$ cat src/rtl/alu_seq_core_pkg.sv
// Shared opcode and FSM state encodings for the sequential ALU core.
package alu_seq_core_pkg;

    typedef enum logic [2:0] {
        OP_ADD  = 3'd0,
        OP_SUB  = 3'd1,
        OP_MUL  = 3'd2,
        OP_DIV  = 3'd3,
        OP_OR   = 3'd4,
        OP_AND  = 3'd5,
        OP_NOT1 = 3'd6,
        OP_NOT2 = 3'd7
    } opcode_e;

    typedef enum logic [1:0] {
        S_IDLE = 2'd0,
        S_EXEC = 2'd1,
        S_DIV  = 2'd2,
        S_DONE = 2'd3
    } state_e;

endpackage

$ cat src/rtl/alu_seq_divider.sv
// Signed division built on an unsigned restoring divider over operand
// magnitudes. One edge loads, WIDTH edges iterate, and 'done' is then
// presented for a single cycle with the sign-fixed quotient/remainder.
module alu_seq_divider #(
    parameter int WIDTH = 16
) (
    input  logic             clk,
    input  logic             rst,
    input  logic             start,
    input  logic [WIDTH-1:0] dividend,
    input  logic [WIDTH-1:0] divisor,
    output logic             done,
    output logic [WIDTH-1:0] quotient,
    output logic [WIDTH-1:0] remainder,
    output logic             dz
);
    localparam int CW = $clog2(WIDTH + 1);

    logic             running_reg;
    logic [CW-1:0]    cnt_reg;
    logic [WIDTH-1:0] quo_reg;
    logic [WIDTH-1:0] rem_reg;
    logic [WIDTH-1:0] dsr_reg;
    logic [WIDTH-1:0] dvd_reg;
    logic             neg_q_reg;
    logic             neg_r_reg;
    logic             dz_reg;

    logic [WIDTH-1:0] dividend_mag;
    logic [WIDTH-1:0] divisor_mag;
    logic [WIDTH:0]   shifted;
    logic [WIDTH:0]   trial;

    // Magnitudes of the incoming operands and one restoring trial subtract
    always_comb begin
        dividend_mag = dividend[WIDTH-1] ? (~dividend + 1'b1) : dividend;
        divisor_mag  = divisor[WIDTH-1]  ? (~divisor + 1'b1)  : divisor;
        shifted      = {rem_reg, quo_reg[WIDTH-1]};
        trial        = shifted - {1'b0, dsr_reg};
    end

    // Load on start, then shift/subtract until WIDTH iterations are done
    always_ff @(posedge clk or posedge rst) begin
        if (rst) begin
            running_reg <= 1'b0;
            cnt_reg     <= '0;
            quo_reg     <= '0;
            rem_reg     <= '0;
            dsr_reg     <= '0;
            dvd_reg     <= '0;
            neg_q_reg   <= 1'b0;
            neg_r_reg   <= 1'b0;
            dz_reg      <= 1'b0;
        end else if (start) begin
            running_reg <= 1'b1;
            cnt_reg     <= '0;
            quo_reg     <= dividend_mag;
            rem_reg     <= '0;
            dsr_reg     <= divisor_mag;
            dvd_reg     <= dividend;
            neg_q_reg   <= dividend[WIDTH-1] ^ divisor[WIDTH-1];
            neg_r_reg   <= dividend[WIDTH-1];
            dz_reg      <= (divisor == '0);
        end else if (running_reg) begin
            if (cnt_reg != CW'(WIDTH)) begin
                cnt_reg <= cnt_reg + CW'(1);
                if (!trial[WIDTH]) begin
                    rem_reg <= trial[WIDTH-1:0];
                    quo_reg <= {quo_reg[WIDTH-2:0], 1'b1};
                end else begin
                    rem_reg <= shifted[WIDTH-1:0];
                    quo_reg <= {quo_reg[WIDTH-2:0], 1'b0};
                end
            end else begin
                // Sign-fix edge: the core captures the outputs below now
                running_reg <= 1'b0;
            end
        end
    end

    // Sign fix; a zero divisor forces all-ones quotient and echoes the dividend
    always_comb begin
        done      = running_reg && (cnt_reg == CW'(WIDTH));
        dz        = dz_reg;
        quotient  = neg_q_reg ? (~quo_reg + 1'b1) : quo_reg;
        remainder = neg_r_reg ? (~rem_reg + 1'b1) : rem_reg;
        if (dz_reg) begin
            quotient  = '1;
            remainder = dvd_reg;
        end
    end

endmodule

$ cat src/rtl/alu_seq_core.sv
// Handshaked 8-op signed ALU: one command in flight, single-cycle ops
// finish in EXEC, division runs in the restoring divider during DIV.
module alu_seq_core
    import alu_seq_core_pkg::*;
#(
    parameter int WIDTH = 16
) (
    input  logic               clk,
    input  logic               rst,
    input  logic               req_valid,
    output logic               req_ready,
    input  logic [2:0]         opcode,
    input  logic [WIDTH-1:0]   inp1,
    input  logic [WIDTH-1:0]   inp2,
    output logic               resp_valid,
    input  logic               resp_ready,
    output logic [2*WIDTH-1:0] result,
    output logic               div_by_zero,
    output logic               busy
);
    state_e                    state_reg;
    state_e                    state_next;
    opcode_e                   op_reg;
    logic [WIDTH-1:0]          a_reg;
    logic [WIDTH-1:0]          b_reg;
    logic [2*WIDTH-1:0]        result_reg;
    logic                      dz_reg;

    logic                      accept;
    logic                      div_start;
    logic                      div_done;
    logic [WIDTH-1:0]          div_quo;
    logic [WIDTH-1:0]          div_rem;
    logic                      div_dz;
    logic signed [2*WIDTH-1:0] a_ext;
    logic signed [2*WIDTH-1:0] b_ext;
    logic [2*WIDTH-1:0]        alu_res;

    assign accept    = (state_reg == S_IDLE) && req_valid;
    assign div_start = accept && (opcode == OP_DIV);

    // The divider takes its operands straight off the handshake edge
    alu_seq_divider #(.WIDTH(WIDTH)) u_div (
        .clk       (clk),
        .rst       (rst),
        .start     (div_start),
        .dividend  (inp1),
        .divisor   (inp2),
        .done      (div_done),
        .quotient  (div_quo),
        .remainder (div_rem),
        .dz        (div_dz)
    );

    // State register
    always_ff @(posedge clk or posedge rst) begin
        if (rst) state_reg <= S_IDLE;
        else     state_reg <= state_next;
    end

    // Next-state logic
    always_comb begin
        state_next = state_reg;
        case (state_reg)
            S_IDLE: if (req_valid) state_next = (opcode == OP_DIV) ? S_DIV : S_EXEC;
            S_EXEC: state_next = S_DONE;
            S_DIV:  if (div_done) state_next = S_DONE;
            S_DONE: if (resp_ready) state_next = S_IDLE;
            default: state_next = S_IDLE;
        endcase
    end

    // Operand capture, only at the request handshake
    always_ff @(posedge clk or posedge rst) begin
        if (rst) begin
            op_reg <= OP_ADD;
            a_reg  <= '0;
            b_reg  <= '0;
        end else if (accept) begin
            op_reg <= opcode_e'(opcode);
            a_reg  <= inp1;
            b_reg  <= inp2;
        end
    end

    // Single-cycle datapath on sign-extended operands
    always_comb begin
        a_ext   = {{WIDTH{a_reg[WIDTH-1]}}, a_reg};
        b_ext   = {{WIDTH{b_reg[WIDTH-1]}}, b_reg};
        alu_res = '0;
        case (op_reg)
            OP_ADD:  alu_res = a_ext + b_ext;
            OP_SUB:  alu_res = a_ext - b_ext;
            OP_MUL:  alu_res = a_ext * b_ext;
            OP_OR:   alu_res = {{WIDTH{1'b0}}, a_reg | b_reg};
            OP_AND:  alu_res = {{WIDTH{1'b0}}, a_reg & b_reg};
            OP_NOT1: alu_res = {{WIDTH{1'b0}}, ~a_reg};
            OP_NOT2: alu_res = {{WIDTH{1'b0}}, ~b_reg};
            default: alu_res = '0;
        endcase
    end

    // Output registers, written once per command and held through DONE
    always_ff @(posedge clk or posedge rst) begin
        if (rst) begin
            result_reg <= '0;
            dz_reg     <= 1'b0;
        end else if (state_reg == S_EXEC) begin
            result_reg <= alu_res;
            dz_reg     <= 1'b0;
        end else if (state_reg == S_DIV && div_done) begin
            result_reg <= {div_quo, div_rem};
            dz_reg     <= div_dz;
        end
    end

    assign req_ready   = (state_reg == S_IDLE);
    assign resp_valid  = (state_reg == S_DONE);
    assign busy        = (state_reg != S_IDLE);
    assign result      = result_reg;
    assign div_by_zero = dz_reg;

endmodule

$ cat config.mk
export PLATFORM = sky130hd
export DESIGN_NAME = alu_seq_core
export DESIGN_NICKNAME = d
export VERILOG_FILES = /design/src/rtl/alu_seq_core_pkg.sv /design/src/rtl/alu_seq_divider.sv /design/src/rtl/alu_seq_core.sv
export SDC_FILE = /design/constraint.sdc
export NUM_CORES = 1
export LEC_CHECK = 0
export CORE_MARGIN = 2
export CORE_UTILIZATION = 64
export CTS_CLUSTER_DIAMETER = 80
export DETAILED_ROUTE_END_ITERATION = 10
export GPL_TIMING_DRIVEN = 0
export PLACE_DENSITY_LB_ADDON = 0.15
export SLEW_MARGIN = 20
export SYNTH_ARGS = -nofsm -noshare
export SYNTH_HDL_FRONTEND = slang
export SYNTH_SLANG_ARGS = --single-unit
$ cat constraint.sdc
create_clock -name clk -period 9 [get_ports clk]
set_input_delay 2.25 -clock clk [delete_from_list [all_inputs] [get_ports clk]]
set_output_delay 2.25 -clock clk [all_outputs]
set_load 0.02 [all_outputs]
### Word level (Yosys, flattened, before mapping)

Cells that the tools add are included.

* add/sub/neg operators: 8
* multipliers: 1
* eq/ne operators: 15
* multiplexer cells: 30
* bitwise logic cells: 9
* reductions and logical operators: 13

Operators by type and width (number)
* case mux 32 bit (7 select lines): 1
* 2-to-1 mux 16 bit: 13
* NOT 16 bit: 6
* adder 16 x 1 -> 16 bit (second input constant): 4
* 2-to-1 mux 32 bit: 2
* multiplier 16 x 16 -> 32 bit: 1
* adder 16 x 16 -> 17 bit: 1
* subtractor 16 x 16 -> 17 bit: 1
* subtractor 17 x 16 -> 17 bit: 1
* bitwise AND 16 bit: 1
* zero test 16 bit: 1
* bitwise OR 16 bit: 1
* 2-to-1 mux 5 bit: 3
* equality test 3 bit (second input constant): 4
* 2-to-1 mux 2 bit: 4
* case mux 2 bit (4 select lines): 1
* nonzero test 2 bit: 4
* equality test 3 x 2 -> 1 bit (second input constant): 2
* 2-to-1 mux 1 bit: 6
* adder 5 x 1 -> 5 bit (second input constant): 1
* equality test 5 bit (second input constant): 1
* != test 5 bit (second input constant): 1
* equality test 2 bit (second input constant): 2
* logical AND 1 bit: 4
* other kinds (9): 10

* bits in registers: 143
* bits of input ports: 39
* output and inout bits: 36
* logic and storage cells: 91

### Depth between registers and ports, before layout

Gate-level depths: netlist of run 1.

* depth after elaboration: 6
* depth in mapped cells: 24
* gate-level depth less buffers: 23

### Modules after synthesis

A second synthesis of run 1 with hierarchy kept.

* cells, all modules: 2329
* area, all modules: 20445.9 µm²

Modules (own cells, without submodules)
* alu_seq_core: times used 1, cells each 1688, area each 15077.0 µm², sequential area each 1751.7 µm²
* alu_seq_divider: times used 1, cells each 641, area each 5368.9 µm², sequential area each 1801.7 µm²

### Worst setup path before layout of run 1

Ideal clock, no wire load.

* kind: register to register
* from: register b_reg[3]
* to: register result_reg[29], in the netlist result[29]
* library setup time: 131 ps
* data arrival time: 6120 ps
* required time: 8869 ps
* path slack: 2749 ps
* stages on the path, launching flop included: 21
* buffers on the path: 1
* period minus slack after synthesis: 6251 ps
* cell sequence: dfrtp_1 clkbuf_1 clkinv_1 nor2_1 fa_1 fa_1 fa_1 fa_1 fa_1 inv_1 fa_1 inv_1 ha_1 a211o_1 or3_1 or3_1 a21o_1 a31oi_1 o21bai_1 mux2i_1 or3_1

* longest elaborated chain between the ends: 3
* elaborated cells between the ends (all ways): 5
* classes of those cells: add/sub: 2; mul: 1; mux: 2

Ends and longest elaborated chain
* start, declared: line alu_seq_core.sv:25 `logic [WIDTH-1:0] b_reg;`
* start signal, assigned: line alu_seq_core.sv:82 `b_reg <= inp2;`
* multiplier 16 x 16 -> 32 bit (tied with other cells): line alu_seq_core.sv:94 `OP_MUL: alu_res = a_ext * b_ext;`
* case mux 32 bit (7 select lines) *: line alu_seq_core.sv:91 `case (op_reg)`
* 2-to-1 mux 32 bit *: line alu_seq_core.sv:108 `end else if (state_reg == S_EXEC) begin`
* end signal, assigned: line alu_seq_core.sv:109 `result_reg <= alu_res;`
* end signal, assigned: line alu_seq_core.sv:112 `result_reg <= {div_quo, div_rem};`
* end, declared: line alu_seq_core.sv:26 `logic [2*WIDTH-1:0] result_reg;`

Mark *: on every way between the ends. The rest lies on a longest branch, timed or not.
A chain may end at the register's enable or synchronous reset.

### Worst setup path after layout of run 1

* from: register b_reg[3]
* to: register result_reg[23], in the netlist result[23]

The elaborated chain is that of the path after synthesis.

==> flow_results.xml, run 1 <==
<?xml version="1.0" encoding="UTF-8"?>
<metrics>
  <group name="final_layout">
    <metric name="design.final.nets" unit="">2898</metric>
    <metric name="area_growth" unit="%">9.363</metric>
    <metric name="antenna_cells" unit="">0</metric>
    <metric name="max_reg_flops" unit="">32</metric>
    <metric name="final_area" unit="sq um">22140</metric>
    <metric name="share_of_final_layout_standard_cells_stronger_than_drive_strength_1" unit="">0.03796</metric>
  </group>
  <group name="hold_path">
    <metric name="worst_hold_path_type" unit="">reg -&gt; reg</metric>
  </group>
  <group name="grt">
    <metric name="number_of_antenna_violations_at_the_first_check_in_global_routing" unit="">0</metric>
    <metric name="grt_remaining_overflow" unit="">0</metric>
    <metric name="maximum_number_of_pins_on_one_net_before_global_route_repair" unit="">102</metric>
    <metric name="grt_pass1_vias" unit="">18450</metric>
    <metric name="track_usage" unit="">0.4303</metric>
    <metric name="grt_first_pass_wirelength" unit="mm">106.6</metric>
  </group>
  <group name="setup_path">
    <metric name="crit_fanout" unit="">10</metric>
    <metric name="r2r_cells" unit="">21</metric>
    <metric name="crit_arrival" unit="ns">8.43</metric>
    <metric name="timing.critical_path.to_type" unit="">register</metric>
    <metric name="rr_endpoint" unit="">result[23]</metric>
    <metric name="critPathKind" unit="">reg -&gt; reg</metric>
    <metric name="worst_setup_path_startpoint" unit="">b_reg[3]</metric>
    <metric name="reg2reg_slack" unit="ns">0.89</metric>
    <metric name="worstReg2RegStart" unit="">b_reg[3]</metric>
    <metric name="crit_end" unit="">result[23]</metric>
    <metric name="timing.critical_path.from_type" unit="">register</metric>
    <metric name="required" unit="ns">9.32</metric>
  </group>
  <group name="sta">
    <metric name="time_the_worst_path_needs_with_i_o_delays_and_setup" unit="ns">8.113</metric>
    <metric name="fin_setup_tns" unit="ns">0</metric>
    <metric name="relSlewSlack" unit="">0.2320</metric>
    <metric name="report.final.slew_viol_count" unit="">0</metric>
    <metric name="hold_ws" unit="ns">0.4813</metric>
    <metric name="max_slew.worst_pin.slew" unit="ns">1.138</metric>
    <metric name="final.period_utilization" unit="">0.9014</metric>
    <metric name="finalHoldViolCount" unit="">0</metric>
    <metric name="clock-skew-final" unit="ns">0.01133</metric>
    <metric name="grt_setup_unrepaired" unit="">no</metric>
    <metric name="postLayoutSetupSlackWorst" unit="ns">0.8870</metric>
    <metric name="achievable-frequency" unit="MHz">123.3</metric>
    <metric name="report.final.setup_viol" unit="">0</metric>
  </group>
  <group name="run_status">
    <metric name="run_status" unit="">finished clean</metric>
  </group>
  <group name="synthesis">
    <metric name="muxShareOfSynthArea" unit="">0.04579</metric>
    <metric name="dominant_combinational_cell_family_by_area_after_synthesis" unit="">adder cells</metric>
    <metric name="synthesis.nets" unit="">2806</metric>
    <metric name="synth_area_leaders" unit="">fa_1, dfrtp_1, ha_1</metric>
    <metric name="synth_top_flop_cell" unit="">dfrtp_1</metric>
    <metric name="cell_with_the_most_instances_after_synthesis" unit="">inv_1</metric>
    <metric name="synth_async_sr_flop_share" unit="">1.000</metric>
    <metric name="synthAdderAreaFrac" unit="">0.3591</metric>
    <metric name="synth_sequential_area_ratio" unit="">0.1755</metric>
    <metric name="netlist_area" unit="sq um">20250</metric>
    <metric name="synth_xor_xnor_area_share" unit="">0.04839</metric>
    <metric name="yosys.area.top_type_share" unit="">0.2620</metric>
    <metric name="netlist.top_cell.by_area" unit="">fa_1</metric>
    <metric name="gate_count_after_technology_mapping" unit="">2345</metric>
    <metric name="synth_area_per_cell" unit="sq um">8.634</metric>
    <metric name="synthDistinctLibCells" unit="">76</metric>
    <metric name="yosys_warnings" unit="">0</metric>
    <metric name="synth-simple-area-share" unit="">0.1386</metric>
    <metric name="synth-compound-area-share" unit="">0.1409</metric>
    <metric name="synth_enable_flop_cells" unit="">0</metric>
    <metric name="yosys-top-cells-count" unit="">inv_1, nand2_1, fa_1, nor2_1, ha_1</metric>
    <metric name="ys_seq_elements" unit="">142</metric>
  </group>
  <group name="detailed_routing">
    <metric name="detailroute.via_count" unit="">18120</metric>
    <metric name="post_drt_via_cell_ratio" unit="">6.354</metric>
    <metric name="detail_route.iter0.violations" unit="">2040</metric>
    <metric name="detail-route-antenna-nets" unit="">0</metric>
    <metric name="drt_first_pass_iters" unit="">6</metric>
    <metric name="totalWireLength" unit="mm">68.30</metric>
    <metric name="detail_route.drc_violations" unit="">0</metric>
    <metric name="routedWlPerCell" unit="um">23.95</metric>
  </group>
  <group name="cts">
    <metric name="cts_tree" unit="">done</metric>
    <metric name="cts_hold_repair.buffers" unit="">0</metric>
    <metric name="cts-root-buf" unit="">clkbuf_16</metric>
    <metric name="clock_tree.buffer_depth" unit="">2</metric>
    <metric name="cts_num_sinks" unit="">142</metric>
    <metric name="clk-insertion-delay-late" unit="ns">0.44</metric>
    <metric name="cts_inserted_buffers" unit="">17</metric>
    <metric name="ctsResizeCount" unit="">0</metric>
    <metric name="clock_tree.htree_level_count" unit="">4</metric>
    <metric name="post_cts_buffers" unit="">0</metric>
    <metric name="clock_transition_at_path_regs" unit="ns">0.07</metric>
  </group>
  <group name="floorplanning">
    <metric name="starting_density_of_the_core" unit="">0.6449</metric>
    <metric name="io_pins" unit="">75</metric>
    <metric name="floorplan_row_count" unit="">65</metric>
    <metric name="floorplan.core_area" unit="sq um">31390</metric>
    <metric name="die_area" unit="sq um">33070</metric>
    <metric name="die_width" unit="um">181.9</metric>
    <metric name="die_boundary_height" unit="um">181.9</metric>
  </group>
  <group name="placement">
    <metric name="gp_congestion" unit="">1.033</metric>
    <metric name="placed_cell_area" unit="sq um">21510</metric>
    <metric name="io_buffers" unit="">72</metric>
    <metric name="setup_slack_at_placement" unit="ns">1.186</metric>
    <metric name="place_hpwl" unit="mm">54.63</metric>
  </group>
  <group name="flow_run">
    <metric name="max_cap_violations" unit="">0</metric>
  </group>
</metrics>
## per-layer routing
metal	track usage	routed length, um	vias up
met1	0.5933	26440	8899
li1	-	-	7820
met4	0.1823	3354	0
met3	0.1021	8365	217
met2	0.6570	30140	1186
met5	0	0	-
## layout make-up
type,instances,area (sq um)
buffer,101,390.4
clock buffer,19,442.9
clock inverter,13,187.7
fill,2515,9251
inverter,391,1475
multi-input combinational,1711,14840
sequential,142,3553
tap,402,503.0
timing repair buffer,73,748.2
## placed cells by master (no fill, tap or decap), types with 20 or more instances in the layout
| cell type | instances |
|---|---|
| inv_1 | 379 |
| nand2_1 | 272 |
| fa_1 | 265 |
| nor2_1 | 261 |
| ha_1 | 157 |
| dfrtp_1 | 142 |
| a21oi_1 | 121 |
| o21ai_0 | 104 |
| clkbuf_1 | 85 |
| clkdlybuf4s50_1 | 72 |
| xnor2_1 | 66 |
| xor2_1 | 44 |
| mux2_2 | 31 |
| a31oi_1 | 26 |
| mux2i_1 | 24 |
| a211oi_1 | 24 |
| o31ai_1 | 23 |
| nand2b_1 | 21 |
| nor3_1 | 20 |
## through the flow
step	cells	utilization
floorplan	2345	-
global placement	2819	0.6839
detailed placement	2820	0.6852
CTS	2852	0.7053
global route	2852	0.7053
finish	2852	0.7053
## kinds of logic after synthesis
group,after synthesis
multiplexers,70
AO/OA/AOI/OAI,445
adder cells (fa/ha/maj),422
flip-flops,142
AND/OR/NAND/NOR,663
XOR/XNOR,111
buffers and inverters,492
## worst min path at each step
stage / cells past startpoint / from / slack [ns] / to
finish: 2 / u_div.dvd_reg[11] / 0.48 / u_div.dvd_reg[11]
global placement: 2 / u_div.dvd_reg[13] / 0.46 / u_div.dvd_reg[13]
detailed placement: 2 / u_div.dvd_reg[6] / 0.47 / u_div.dvd_reg[6]
CTS: 2 / u_div.dvd_reg[11] / 0.48 / u_div.dvd_reg[11]
global route: 2 / u_div.dvd_reg[8] / 0.49 / u_div.dvd_reg[8]
floorplan: 2 / u_div.dvd_reg[10] / 0.45 / u_div.dvd_reg[10]
## worst max-delay path: stages, from the launching register on
cell,delay [ns]
dfrtp_1,0.46
clkbuf_1,0.56
clkinv_1,0.71
nor2_1,0.42
fa_1,0.62
fa_1,0.57
fa_1,0.46
fa_1,0.51
fa_1,0.49
inv_1,0.05
fa_1,0.50
inv_1,0.08
ha_1,0.35
a21oi_1,0.24
o21bai_1,0.11
or3_1,0.30
or3_1,0.36
a21oi_1,0.25
xor2_1,0.37
o21ai_0,0.18
a21oi_1,0.30
nor2_1,0.08
Power of run 1 is left out: the tool's default activity adds up to more than one toggle a clock period on the data nets, which glitch-free logic cannot reach.
==> run 2: changes to the inputs <==
SLEW_MARGIN = 0   (was 20)
==> flow_results.xml, run 2 (same netlist as run 1, synthesis figures left out) <==
<?xml version="1.0" encoding="UTF-8"?>
<metrics>
  <group name="run_status">
    <metric name="run_status" unit="">finished clean</metric>
  </group>
  <group name="setup_path">
    <metric name="crit_fanout" unit="">10</metric>
    <metric name="crit_slowest_cell" unit="">clkinv_1</metric>
    <metric name="worstPathBufferInverterCount" unit="">4</metric>
    <metric name="required" unit="ns">9.32</metric>
    <metric name="crit_arrival" unit="ns">8.48</metric>
    <metric name="worst_setup_path_startpoint" unit="">b_reg[3]</metric>
    <metric name="peak_per_stage_delay_on_the_critical_path" unit="ns">0.70</metric>
    <metric name="critPathTopFamily" unit="">adder cells</metric>
    <metric name="critPathKind" unit="">reg -&gt; reg</metric>
    <metric name="worstReg2RegStart" unit="">b_reg[3]</metric>
    <metric name="timing.critical_path.to_type" unit="">register</metric>
    <metric name="cpMostUsedCell" unit="">fa_1</metric>
    <metric name="timing.critical_path.from_type" unit="">register</metric>
    <metric name="timing.critical_path.cells" unit="">clkbuf_1, clkinv_1, nor2_1, fa_1, fa_1, fa_1, fa_1, fa_1, inv_1, fa_1, inv_1, ha_1, a21oi_1, o21bai_1, or3_1, or3_1, a21oi_1, xor2_1, o21ai_0, a21oi_1, nor2_1</metric>
  </group>
  <group name="floorplanning">
    <metric name="starting_density_of_the_core" unit="">0.6449</metric>
    <metric name="die_boundary_height" unit="um">181.9</metric>
    <metric name="io_pins" unit="">75</metric>
    <metric name="die_width" unit="um">181.9</metric>
    <metric name="floorplan.core_area" unit="sq um">31390</metric>
    <metric name="die_area" unit="sq um">33070</metric>
    <metric name="floorplan_row_count" unit="">65</metric>
  </group>
  <group name="detailed_routing">
    <metric name="totalWireLength" unit="mm">68.04</metric>
    <metric name="detail_route.drc_violations" unit="">0</metric>
    <metric name="drt_first_pass_iters" unit="">8</metric>
    <metric name="detail-route-antenna-nets" unit="">0</metric>
    <metric name="detailroute.via_count" unit="">18120</metric>
    <metric name="detail_route.iter0.violations" unit="">1987</metric>
    <metric name="post_drt_via_cell_ratio" unit="">6.352</metric>
    <metric name="routedWlPerCell" unit="um">23.86</metric>
  </group>
  <group name="cts">
    <metric name="clk-insertion-delay-late" unit="ns">0.45</metric>
    <metric name="cts_num_sinks" unit="">142</metric>
    <metric name="cts-root-buf" unit="">clkbuf_16</metric>
    <metric name="clock_transition_at_path_regs" unit="ns">0.07</metric>
    <metric name="cts_tree" unit="">done</metric>
    <metric name="clock_tree.htree_level_count" unit="">4</metric>
    <metric name="ctsResizeCount" unit="">0</metric>
    <metric name="cts_inserted_buffers" unit="">17</metric>
    <metric name="clock_tree.buffer_depth" unit="">2</metric>
    <metric name="post_cts_buffers" unit="">0</metric>
    <metric name="cts_hold_repair.buffers" unit="">0</metric>
  </group>
  <group name="final_layout">
    <metric name="design.final.nets" unit="">2898</metric>
    <metric name="antenna_cells" unit="">0</metric>
    <metric name="max_reg_flops" unit="">32</metric>
    <metric name="share_of_final_layout_standard_cells_stronger_than_drive_strength_1" unit="">0.03755</metric>
    <metric name="final_common_cell" unit="">inv_1</metric>
    <metric name="area_growth" unit="%">9.085</metric>
    <metric name="fillers" unit="">2540</metric>
    <metric name="highest_count_cells_in_the_layout_ignoring_fill_and_taps" unit="">inv_1, nand2_1, fa_1</metric>
    <metric name="register_area" unit="sq um">3553</metric>
    <metric name="footprint_of_the_multi_input_gates" unit="sq um">14830</metric>
  </group>
  <group name="sta">
    <metric name="finalHoldViolCount" unit="">0</metric>
    <metric name="final.period_utilization" unit="">0.9062</metric>
    <metric name="time_the_worst_path_needs_with_i_o_delays_and_setup" unit="ns">8.156</metric>
    <metric name="achievable-frequency" unit="MHz">122.6</metric>
    <metric name="fin_setup_tns" unit="ns">0</metric>
    <metric name="clock-skew-final" unit="ns">0.009875</metric>
    <metric name="report.final.slew_viol_count" unit="">0</metric>
    <metric name="grt_setup_unrepaired" unit="">no</metric>
    <metric name="report.final.setup_viol" unit="">0</metric>
    <metric name="relSlewSlack" unit="">0.07926</metric>
    <metric name="max_slew.worst_pin.slew" unit="ns">1.363</metric>
  </group>
  <group name="grt">
    <metric name="grt_pass1_vias" unit="">18430</metric>
    <metric name="grt_remaining_overflow" unit="">0</metric>
    <metric name="grt_first_pass_wirelength" unit="mm">105.9</metric>
    <metric name="track_usage" unit="">0.4283</metric>
    <metric name="number_of_antenna_violations_at_the_first_check_in_global_routing" unit="">0</metric>
    <metric name="maximum_number_of_pins_on_one_net_before_global_route_repair" unit="">99</metric>
  </group>
  <group name="hold_path">
    <metric name="timing.hold.worst.start" unit="">u_div.dvd_reg[4]</metric>
    <metric name="worst_hold_path_type" unit="">reg -&gt; reg</metric>
  </group>
  <group name="flow_run">
    <metric name="max_cap_violations" unit="">0</metric>
  </group>
  <group name="placement">
    <metric name="gp_congestion" unit="">1.033</metric>
    <metric name="io_buffers" unit="">72</metric>
    <metric name="place_hpwl" unit="mm">54.58</metric>
  </group>
</metrics>
==> run 2: cell count changes in the layout (fill, tap and decap cells not counted), sizes merged <==
cell	change
bufinv	-2
clkinv	+1
clkinvlp	+1
==> run 2: final timing paths <==
check,slack [ns],cells past startpoint,end
worst max-delay path,0.84,21,result[23]
worst min-delay path,0.48,2,u_div.dvd_reg[4]
worst max register to register,0.84,21,result[23]
worst min register to register,0.48,2,u_div.dvd_reg[4]
max in group asynchronous,5.94,3,u_div.running_reg
min in group asynchronous,2.20,2,b_reg[8]
==> run 2: layout make-up <==
| type | instances | share of cell area |
|---|---|---|
| Clock inverter | 13 | 0.006345 |
| Timing Repair Buffer | 73 | 0.03388 |
| Inverter | 391 | 0.06668 |
| Sequential cell | 142 | 0.1609 |
| Multi-Input combinational cell | 1711 | 0.6717 |
| Buffer | 101 | 0.01768 |
| Tap cell | 402 | 0.02277 |
| Clock buffer | 19 | 0.02006 |
==> run 2: routing by layer <==
metal	vias to the layer above	GRT usage	wire length, um
li1	7819	-	-
met1	8887	0.5790	26310
met2	1172	0.6446	29350
met3	238	0.1241	8614
met4	0	0.1926	3758
met5	-	0	0
==> run 2: through the flow <==
stage	worst slack, ns	hold WS, ns	instances	util	instance area [sq um]
after CTS	1.132	0.4791	2852	0.7035	22080
after detailed placement	1.173	0.4645	2820	0.6849	21500
after global placement	0.9248	0.4579	2819	0.6839	21470
after floorplan	2.749	0.4454	2345	-	20250
after global routing	0.7911	0.4936	2852	0.7035	22080
final	0.8444	0.4796	2852	0.7035	22080
==> run 2: tightest hold or removal path: cells and delay by family, from the launching register on <==
kind,cells,cell delay [ns]
DFF,1,0.35
and+or+nand+nor,2,0.10
Power of run 2 is left out for the same reason.
